`src/rtl/or1200_dcpu_arb.sv`:
```
// or1200_dcpu_arb
//   Two-master arbiter for the data-cache CPU port. Master 0 is the LSU and
//   master 1 is an auxiliary requester (debug unit / DMA). The grant is locked
//   for a whole transaction, including retries, and responses are routed only
//   to the granted master. The LSU has priority. After STARVE_LIMIT LSU
//   completions while master 1 waits, master 1 wins the next arbitration.
//
//   Optional feature macro: OR1200_DCPU_ARB_TIMEOUT_EN
//     When it is defined, a watchdog ends a grant that has run for TIMEOUT
//     cycles with a bus error (tag OR1200_DTAG_BE) to the granted master.
//
// Ports
//   clk                           clock, rising edge
//   rst                           asynchronous reset, active low
//   m{0,1}_adr/cycstb/we/sel/dat  master request inputs
//   m{0,1}_ack/rty/err/tag_o      routed responses
//   m_dat_o                       read data, broadcast to both masters
//   dcpu_*_o                      request to the cache port
//   dcpu_*_i                      response from the cache port
module or1200_dcpu_arb #(
  parameter int unsigned STARVE_LIMIT = 4,
  parameter int unsigned TIMEOUT      = 255
) (
  input  logic        clk,
  input  logic        rst,
  input  logic [31:0] m0_adr_i,
  input  logic        m0_cycstb_i,
  input  logic        m0_we_i,
  input  logic [3:0]  m0_sel_i,
  input  logic [31:0] m0_dat_i,
  input  logic [31:0] m1_adr_i,
  input  logic        m1_cycstb_i,
  input  logic        m1_we_i,
  input  logic [3:0]  m1_sel_i,
  input  logic [31:0] m1_dat_i,
  output logic        m0_ack_o,
  output logic        m0_rty_o,
  output logic        m0_err_o,
  output logic [3:0]  m0_tag_o,
  output logic        m1_ack_o,
  output logic        m1_rty_o,
  output logic        m1_err_o,
  output logic [3:0]  m1_tag_o,
  output logic [31:0] m_dat_o,
  output logic [31:0] dcpu_adr_o,
  output logic        dcpu_cycstb_o,
  output logic        dcpu_we_o,
  output logic [3:0]  dcpu_sel_o,
  output logic [3:0]  dcpu_tag_o,
  output logic [31:0] dcpu_dat_o,
  input  logic [31:0] dcpu_dat_i,
  input  logic        dcpu_ack_i,
  input  logic        dcpu_rty_i,
  input  logic        dcpu_err_i,
  input  logic [3:0]  dcpu_tag_i
);

  localparam logic [3:0] OR1200_DTAG_IDLE = 4'h0;
  localparam logic [3:0] OR1200_DTAG_ND   = 4'h1;
  localparam logic [3:0] OR1200_DTAG_BE   = 4'hb;

  localparam logic [3:0] STARVE_MAX = STARVE_LIMIT[3:0];

  if (STARVE_LIMIT < 1 || STARVE_LIMIT > 15) begin : g_bad_starve_limit
    $error("STARVE_LIMIT must be in 1..15");
  end
  if (TIMEOUT < 1 || TIMEOUT > 255) begin : g_bad_timeout
    $error("TIMEOUT must be in 1..255");
  end

  typedef enum logic [1:0] {IDLE = 2'd0, GNT0 = 2'd1, GNT1 = 2'd2} state_t;

  state_t     state_q, state_d;
  logic [3:0] starve_q, starve_d;
  logic       gnt0, gnt1;
  logic       wd_fire;
  logic       done;

`ifdef OR1200_DCPU_ARB_TIMEOUT_EN
  localparam logic [7:0] TIMEOUT_CNT = TIMEOUT[7:0];
  logic [7:0] wd_q, wd_d;

  assign wd_fire = (state_q != IDLE) && (wd_q == TIMEOUT_CNT);

  // Held at zero in IDLE so it starts from zero on every entry to GNTn.
  always_comb begin
    wd_d = wd_q;
    if (state_q == IDLE)
      wd_d = '0;
    else if (!dcpu_ack_i && !dcpu_err_i && !wd_fire)
      wd_d = wd_q + 8'd1;
  end

  always_ff @(posedge clk or negedge rst) begin
    if (!rst) wd_q <= '0;
    else      wd_q <= wd_d;
  end
`else
  assign wd_fire = 1'b0;
`endif

  assign done = dcpu_ack_i | dcpu_err_i | wd_fire;

  // State register
  always_ff @(posedge clk or negedge rst) begin
    if (!rst) begin
      state_q  <= IDLE;
      starve_q <= '0;
    end else begin
      state_q  <= state_d;
      starve_q <= starve_d;
    end
  end

  // Next-state logic
  always_comb begin
    state_d = state_q;
    case (state_q)
      IDLE: begin
        // A transaction completing in its grant cycle never locks the grant.
        if (gnt1 && !done)      state_d = GNT1;
        else if (gnt0 && !done) state_d = GNT0;
      end
      GNT0:    if (done || !m0_cycstb_i) state_d = IDLE;
      GNT1:    if (done || !m1_cycstb_i) state_d = IDLE;
      default: state_d = IDLE;
    endcase
  end

  always_comb begin
    starve_d = starve_q;
    if (!m1_cycstb_i || gnt1)
      starve_d = '0;
    else if (gnt0 && dcpu_ack_i && !wd_fire && starve_q != STARVE_MAX)
      starve_d = starve_q + 4'd1;
  end

  // Output logic: grant decode, request mux, response routing.
  // Grants are suppressed while reset is asserted so every dcpu_* output is
  // idle during reset even if a master keeps requesting.
  always_comb begin
    gnt0 = 1'b0;
    gnt1 = 1'b0;
    case (state_q)
      IDLE: begin
        if (rst) begin
          if (m1_cycstb_i && (!m0_cycstb_i || starve_q == STARVE_MAX))
            gnt1 = 1'b1;
          else if (m0_cycstb_i)
            gnt0 = 1'b1;
        end
      end
      GNT0:    gnt0 = 1'b1;
      GNT1:    gnt1 = 1'b1;
      default: ;
    endcase
  end

  always_comb begin
    dcpu_adr_o    = '0;
    dcpu_cycstb_o = 1'b0;
    dcpu_we_o     = 1'b0;
    dcpu_sel_o    = '0;
    dcpu_dat_o    = '0;
    if (gnt0) begin
      dcpu_adr_o    = m0_adr_i;
      dcpu_cycstb_o = m0_cycstb_i & ~wd_fire;
      dcpu_we_o     = m0_we_i;
      dcpu_sel_o    = m0_sel_i;
      dcpu_dat_o    = m0_dat_i;
    end else if (gnt1) begin
      dcpu_adr_o    = m1_adr_i;
      dcpu_cycstb_o = m1_cycstb_i & ~wd_fire;
      dcpu_we_o     = m1_we_i;
      dcpu_sel_o    = m1_sel_i;
      dcpu_dat_o    = m1_dat_i;
    end
    dcpu_tag_o = dcpu_cycstb_o ? OR1200_DTAG_ND : OR1200_DTAG_IDLE;
  end

  always_comb begin
    m0_ack_o = gnt0 & dcpu_ack_i & ~wd_fire;
    m0_rty_o = gnt0 & dcpu_rty_i & ~wd_fire;
    m0_err_o = gnt0 & (dcpu_err_i | wd_fire);
    m0_tag_o = OR1200_DTAG_IDLE;
    if (gnt0) m0_tag_o = wd_fire ? OR1200_DTAG_BE : dcpu_tag_i;
    m1_ack_o = gnt1 & dcpu_ack_i & ~wd_fire;
    m1_rty_o = gnt1 & dcpu_rty_i & ~wd_fire;
    m1_err_o = gnt1 & (dcpu_err_i | wd_fire);
    m1_tag_o = OR1200_DTAG_IDLE;
    if (gnt1) m1_tag_o = wd_fire ? OR1200_DTAG_BE : dcpu_tag_i;
    m_dat_o  = dcpu_dat_i;
  end

endmodule

```
`config.mk`:
```
export PLATFORM = sky130hd
export DESIGN_NAME = or1200_dcpu_arb
export DESIGN_NICKNAME = d
export VERILOG_FILES = /design/src/rtl/or1200_dcpu_arb.sv
export SDC_FILE = /design/constraint.sdc
export NUM_CORES = 1
export LEC_CHECK = 0
export BUFFER_PORTS_ARGS = -buffer_cell sky130_fd_sc_hd__buf_2
export CAP_MARGIN = 5
export CORE_AREA = 2 2 115 117
export CTS_CLUSTER_SIZE = 10
export DETAILED_ROUTE_END_ITERATION = 10
export DIE_AREA = 0 0 117 119
export GPL_TIMING_DRIVEN = 1
export PLACE_DENSITY = 0.42
export SLEW_MARGIN = 20
export SYNTH_ARGS = -nofsm -noshare
export SYNTH_HDL_FRONTEND = slang
export SYNTH_SLANG_ARGS = --single-unit
export TNS_END_PERCENT = 5
```
`constraint.sdc`:
```
create_clock -name clk -period 1.6 [get_ports clk]
set_input_delay 0.16 -clock clk [delete_from_list [all_inputs] [get_ports clk]]
set_output_delay 0.16 -clock clk [all_outputs]
set_load 0.01 [all_outputs]
```
# Yosys cells after proc, flatten, opt, wreduce, memory -nomap -nowiden
# Index checks and enable logic that the tools add are counted.
[op_classes]
addsub = 1
bitwise = 7
n_reduce_logical = 15
muxes = 27
eq_ne = 7
[op_table]
columns = ["operator", "n"]
rows = [
  ["32-bit 2-to-1 mux", 4],
  ["4-bit 2-to-1 mux", 6],
  ["1-bit 2-to-1 mux", 10],
  ["2-bit 2-to-1 mux", 4],
  ["1-bit bitwise AND", 6],
  ["2-bit case mux with 3 select lines", 1],
  ["1-bit logical AND", 5],
  ["4-bit by 1-bit adder with 4-bit output, second input constant", 1],
  ["4-bit by 3-bit equality test with 1-bit output, second input constant", 1],
  ["1-bit logical OR", 4],
  ["2-bit != test, second input constant", 2],
  ["4-bit by 3-bit != test with 1-bit output, second input constant", 1],
  ["1-bit case mux with 2 select lines", 2],
  ["1-bit logical NOT", 3],
  ["3-bit != test, second input constant", 1],
  ["3-bit AND reduction", 1],
  ["2-bit by 1-bit equality test with 1-bit output, second input constant", 1],
  ["2-bit equality test, second input constant", 1],
  ["2-bit logical NOT", 1],
  ["2-bit nonzero test", 1],
  ["1-bit bitwise OR", 1],
]
[totals]
output_inout_bits = 120
register_bits = 6

# Logic depth before layout (Yosys ltp)
[depth]
depth_word = 10
depth_mapped = 8
depth_no_buf = 6

# Worst setup path after synthesis
# OpenSTA, ideal clock, no wires.
[synth_timing]
path_kind = "register -> output"
start = "register starve_q[0]"
end = "output port dcpu_adr_o[0]"
stages_incl_launch_ff = 9
required_time_ns = 1.440
slack_ns = -0.101
arrival_time_ns = 1.541
path_cell_list = "dfrtp_1 -> inv_1 -> ha_1 -> nand3b_4 -> a211o_1 -> nand2_2 -> buf_6 -> buf_6 -> a22o_1"
[synth_between]
elab_chain_len = 8
[synth_rtl]
columns = ["item", "line_no", "text"]
rows = [
  ["start: declaration", "74", "logic [3:0] starve_q, starve_d;"],
  ["start signal: assignment", "111", "starve_q <= starve_d;"],
  ["4-bit by 3-bit equality test with 1-bit output *", "147", "if (m1_cycstb_i && (!m0_cycstb_i || starve_q == STARVE_MAX))"],
  ["1-bit logical OR *", "147", ""],
  ["1-bit logical AND *", "147", ""],
  ["1-bit 2-to-1 mux", "147", ""],
  ["1-bit 2-to-1 mux", "146", "if (rst) begin"],
  ["1-bit case mux with 2 select lines", "144", "case (state_q)"],
  ["32-bit 2-to-1 mux", "171", "end else if (gnt1) begin"],
  ["32-bit 2-to-1 mux *", "165", "if (gnt0) begin"],
  ["end: declaration", "45", "output logic [31:0] dcpu_adr_o,"],
]
# Mark *: on every way between the ends. The rest lies on a longest branch, timed or not.

# Worst setup path in the final report
[layout_timing]
start = "register starve_q[0]"
end = "output port dcpu_adr_o[19]"
# Same word-level chain as after synthesis.

==> qor.yml <==
slowest_stage: "dfrtp_1"
placed_area_mm2: 0.00268
ys_seq_area_share_pct: 10.0
vias: 2223
die_h_um: 119
die_x_um: 117
drive_above_1_share_pct: 69.8
insertion_delay_ns: 0.23
fin_crit_sh_pct: 129
antenna_found_initial: 0
initial_core_util_pct: 11.7
hold_viol: 0
utilization_pct: 22.8
hold_depth: 2
max_stage_delay_ns: 0.38
port_buffers: 233
fillers: 1411
syn_area_per_cell_um2: 8.39
wl_met2_um: 3660
final_common_cell: "buf_2"
cts_made_buffers: 3
p_leak_nw: 1.69
track_usage_pct: 8.63
vias_per_cell: 3.95
hp-class: "primary input to register"
met3_wirelength_um: 674
synth_cells: 179
critical_path.endpoint_type: "output pin"
drt_wl_total_um: 7750
cp.required_ns: 1.44
clock.fmax_mhz: 484
grt_pass1_wl_um: 9380
grt_pass1_vias: 1870
rsz0062_at_grt: "true"
cp-start-kind: "register"
yosysWarningCount: 0
layout.nets: 572
clk_pin_slew_ns: 0.04
power.density_mw_per_mm2: 466
postLayoutCellArea_mm2: 0.00293
syn-cell-area_mm2: 0.00150
crit_fanout: 16
diodes: 0
period_minus_slack_ns: 2.07
gp_congestion: 0.728
core_area_mm2: 0.0129
ant_nets: 0
wire_per_inst_um: 13.8
clock_path_buffers: 2
multi_input_area_um2: 990
worstPathCellList: "inv_2, ha_4, nand3b_4, buf_6, nor2_4, nor3_4, buf_12, clkbuf_16, a22o_1, buf_2"
grt-ovfl-total: 0
area_growth_pct: 95.2
detail_route.iter0.violations: 79
grt_max_degree: 45
fin_skew_ns: 0.00319
final_cell_mix: "232 x buf_2, 68 x a22o_1, 14 x and2_1"
wl_met1_um: 3410
highest_layer: "met4"
cts_tree: "done"
register_area_um2: 150
irDropWorstVdd_uv: 270
io_pins: 301
setup_viol: 83
num_rows: 42
max_cap_violations: 0
dr.pass1.iters: 4
status: "finished, violations left"
ys_seq_elements: 6
drv_slew: 0
reg2reg_depth: 7
drc: 0
htree_levels: 1
dieArea_mm2: 0.0139
dpl.hpwl_um: 6220
synth.distinct_cells: 33
critPathArrivalTime_ns: 1.91
cts-root-buf: "clkbuf_16"
failed_checks: "negative setup slack"
cts.sinks: 6
fin_ws_ns: -0.466
crit_type: "register to output pin"
-- kinds of logic (layout without fill, tap and decap cells) --
group,after synthesis,in the layout,synth area share (%)
compound gates,78,78,44.5
buf+inv,57,263,27.0
simple gates,33,33,15.3
flops,6,6,10.0
fa+ha+maj,2,2,1.67
other cells,1,3,0.250
xor+xnor,1,1,0.583
mux,1,1,0.667
-- routing by layer --
metal  vias to the layer above  track usage [%]
met5                         -                0
met4                         0             1.10
met3                         2             2.24
met2                       135             15.0
met1                      1023             10.9
li1                       1063                -
-- synth_stat cells (all sizes together) --
master	n	area, µm²
a211o	2	17.5
a21oi	4	23.8
a22o	69	604
and2	14	87.6
and3	2	12.5
and4	1	8.76
and4bb	1	12.5
buf	50	378
clkbuf	2	8.75
conb	1	3.75
dfrtp	6	150
ha	2	25.0
inv	5	18.8
mux2i	1	10.0
nand2	1	6.26
nand2b	2	15.0
nand3	1	5.00
nand3b	1	20.0
nor2	5	21.3
nor3	2	21.3
nor3b	1	7.51
nor4	2	12.5
o211ai	1	7.51
o21ai	1	5.00
o21ba	1	10.0
xnor2	1	8.76
-- sequential cells by signal (all words and copies together), names as in the netlist --
| signal | cells |
|---|---|
| starve_q | 4 |
| state_q | 2 |
-- area by class of cell --
class	instances	share of cell area, %
clock buffers	3	2.56
well taps	176	7.51
inverters	5	0.640
multi-input cells	118	33.8
flip-flops and latches	6	5.12
repair buffers	255	50.4
-- final timing paths --
check	startpoint	to	slack, ns
max in group asynchronous	rst	starve_q[0]	0.90
max	starve_q[0]	dcpu_adr_o[19]	-0.47
min	dcpu_err_i	state_q[1]	0.14
max reg2reg	starve_q[0]	starve_q[3]	0.08
min in group asynchronous	rst	state_q[0]	0.39
min reg2reg	starve_q[1]	starve_q[1]	0.66
-- where the power goes --
part           switching (mW)  leakage, nW  internal (mW)
combinational           0.362         1.57          0.432
sequential            0.00228       0.0832          0.155
clock                  0.0934       0.0370          0.322
-- critical path, delay by kind of cell (launching register included) --
| family | cells | cell delay (ns) |
|---|---|---|
| buf+inv | 5 | 0.67 |
| compound gates | 1 | 0.23 |
| flops | 1 | 0.38 |
| simple gates | 3 | 0.26 |
| fa+ha+maj | 1 | 0.13 |
-- metrics by stage --
step / setup slack, ns / total power [mW] / hold slack (ns) / TNS [ns] / std cells
5_1_grt: -0.536 / 1.46 / 0.155 / -40.86 / 563
2_1_floorplan: -0.0764 / 0.597 / -0.136 / -3.20 / 181
3_5_place_dp: -0.269 / 0.890 / 0.00130 / -14.85 / 553
4_1_cts: -0.497 / 1.32 / 0.147 / -34.46 / 557
6_report: -0.466 / 1.37 / 0.137 / -34.34 / 563
3_3_place_gp: -0.242 / 0.890 / -0.00115 / -13.47 / 553
-- repair_timing --
item | CTS | global route
gates resized for setup | 3 | 8
endpoints found under the hold margin | 6 | 0
gates cloned | 0 | 4
hold buffers | 1 | 0
setup endpoints to repair | 86 | 84
setup buffers | 0 | 2
pin swaps | 39 | 43
(Power assumes the default switching activity.)
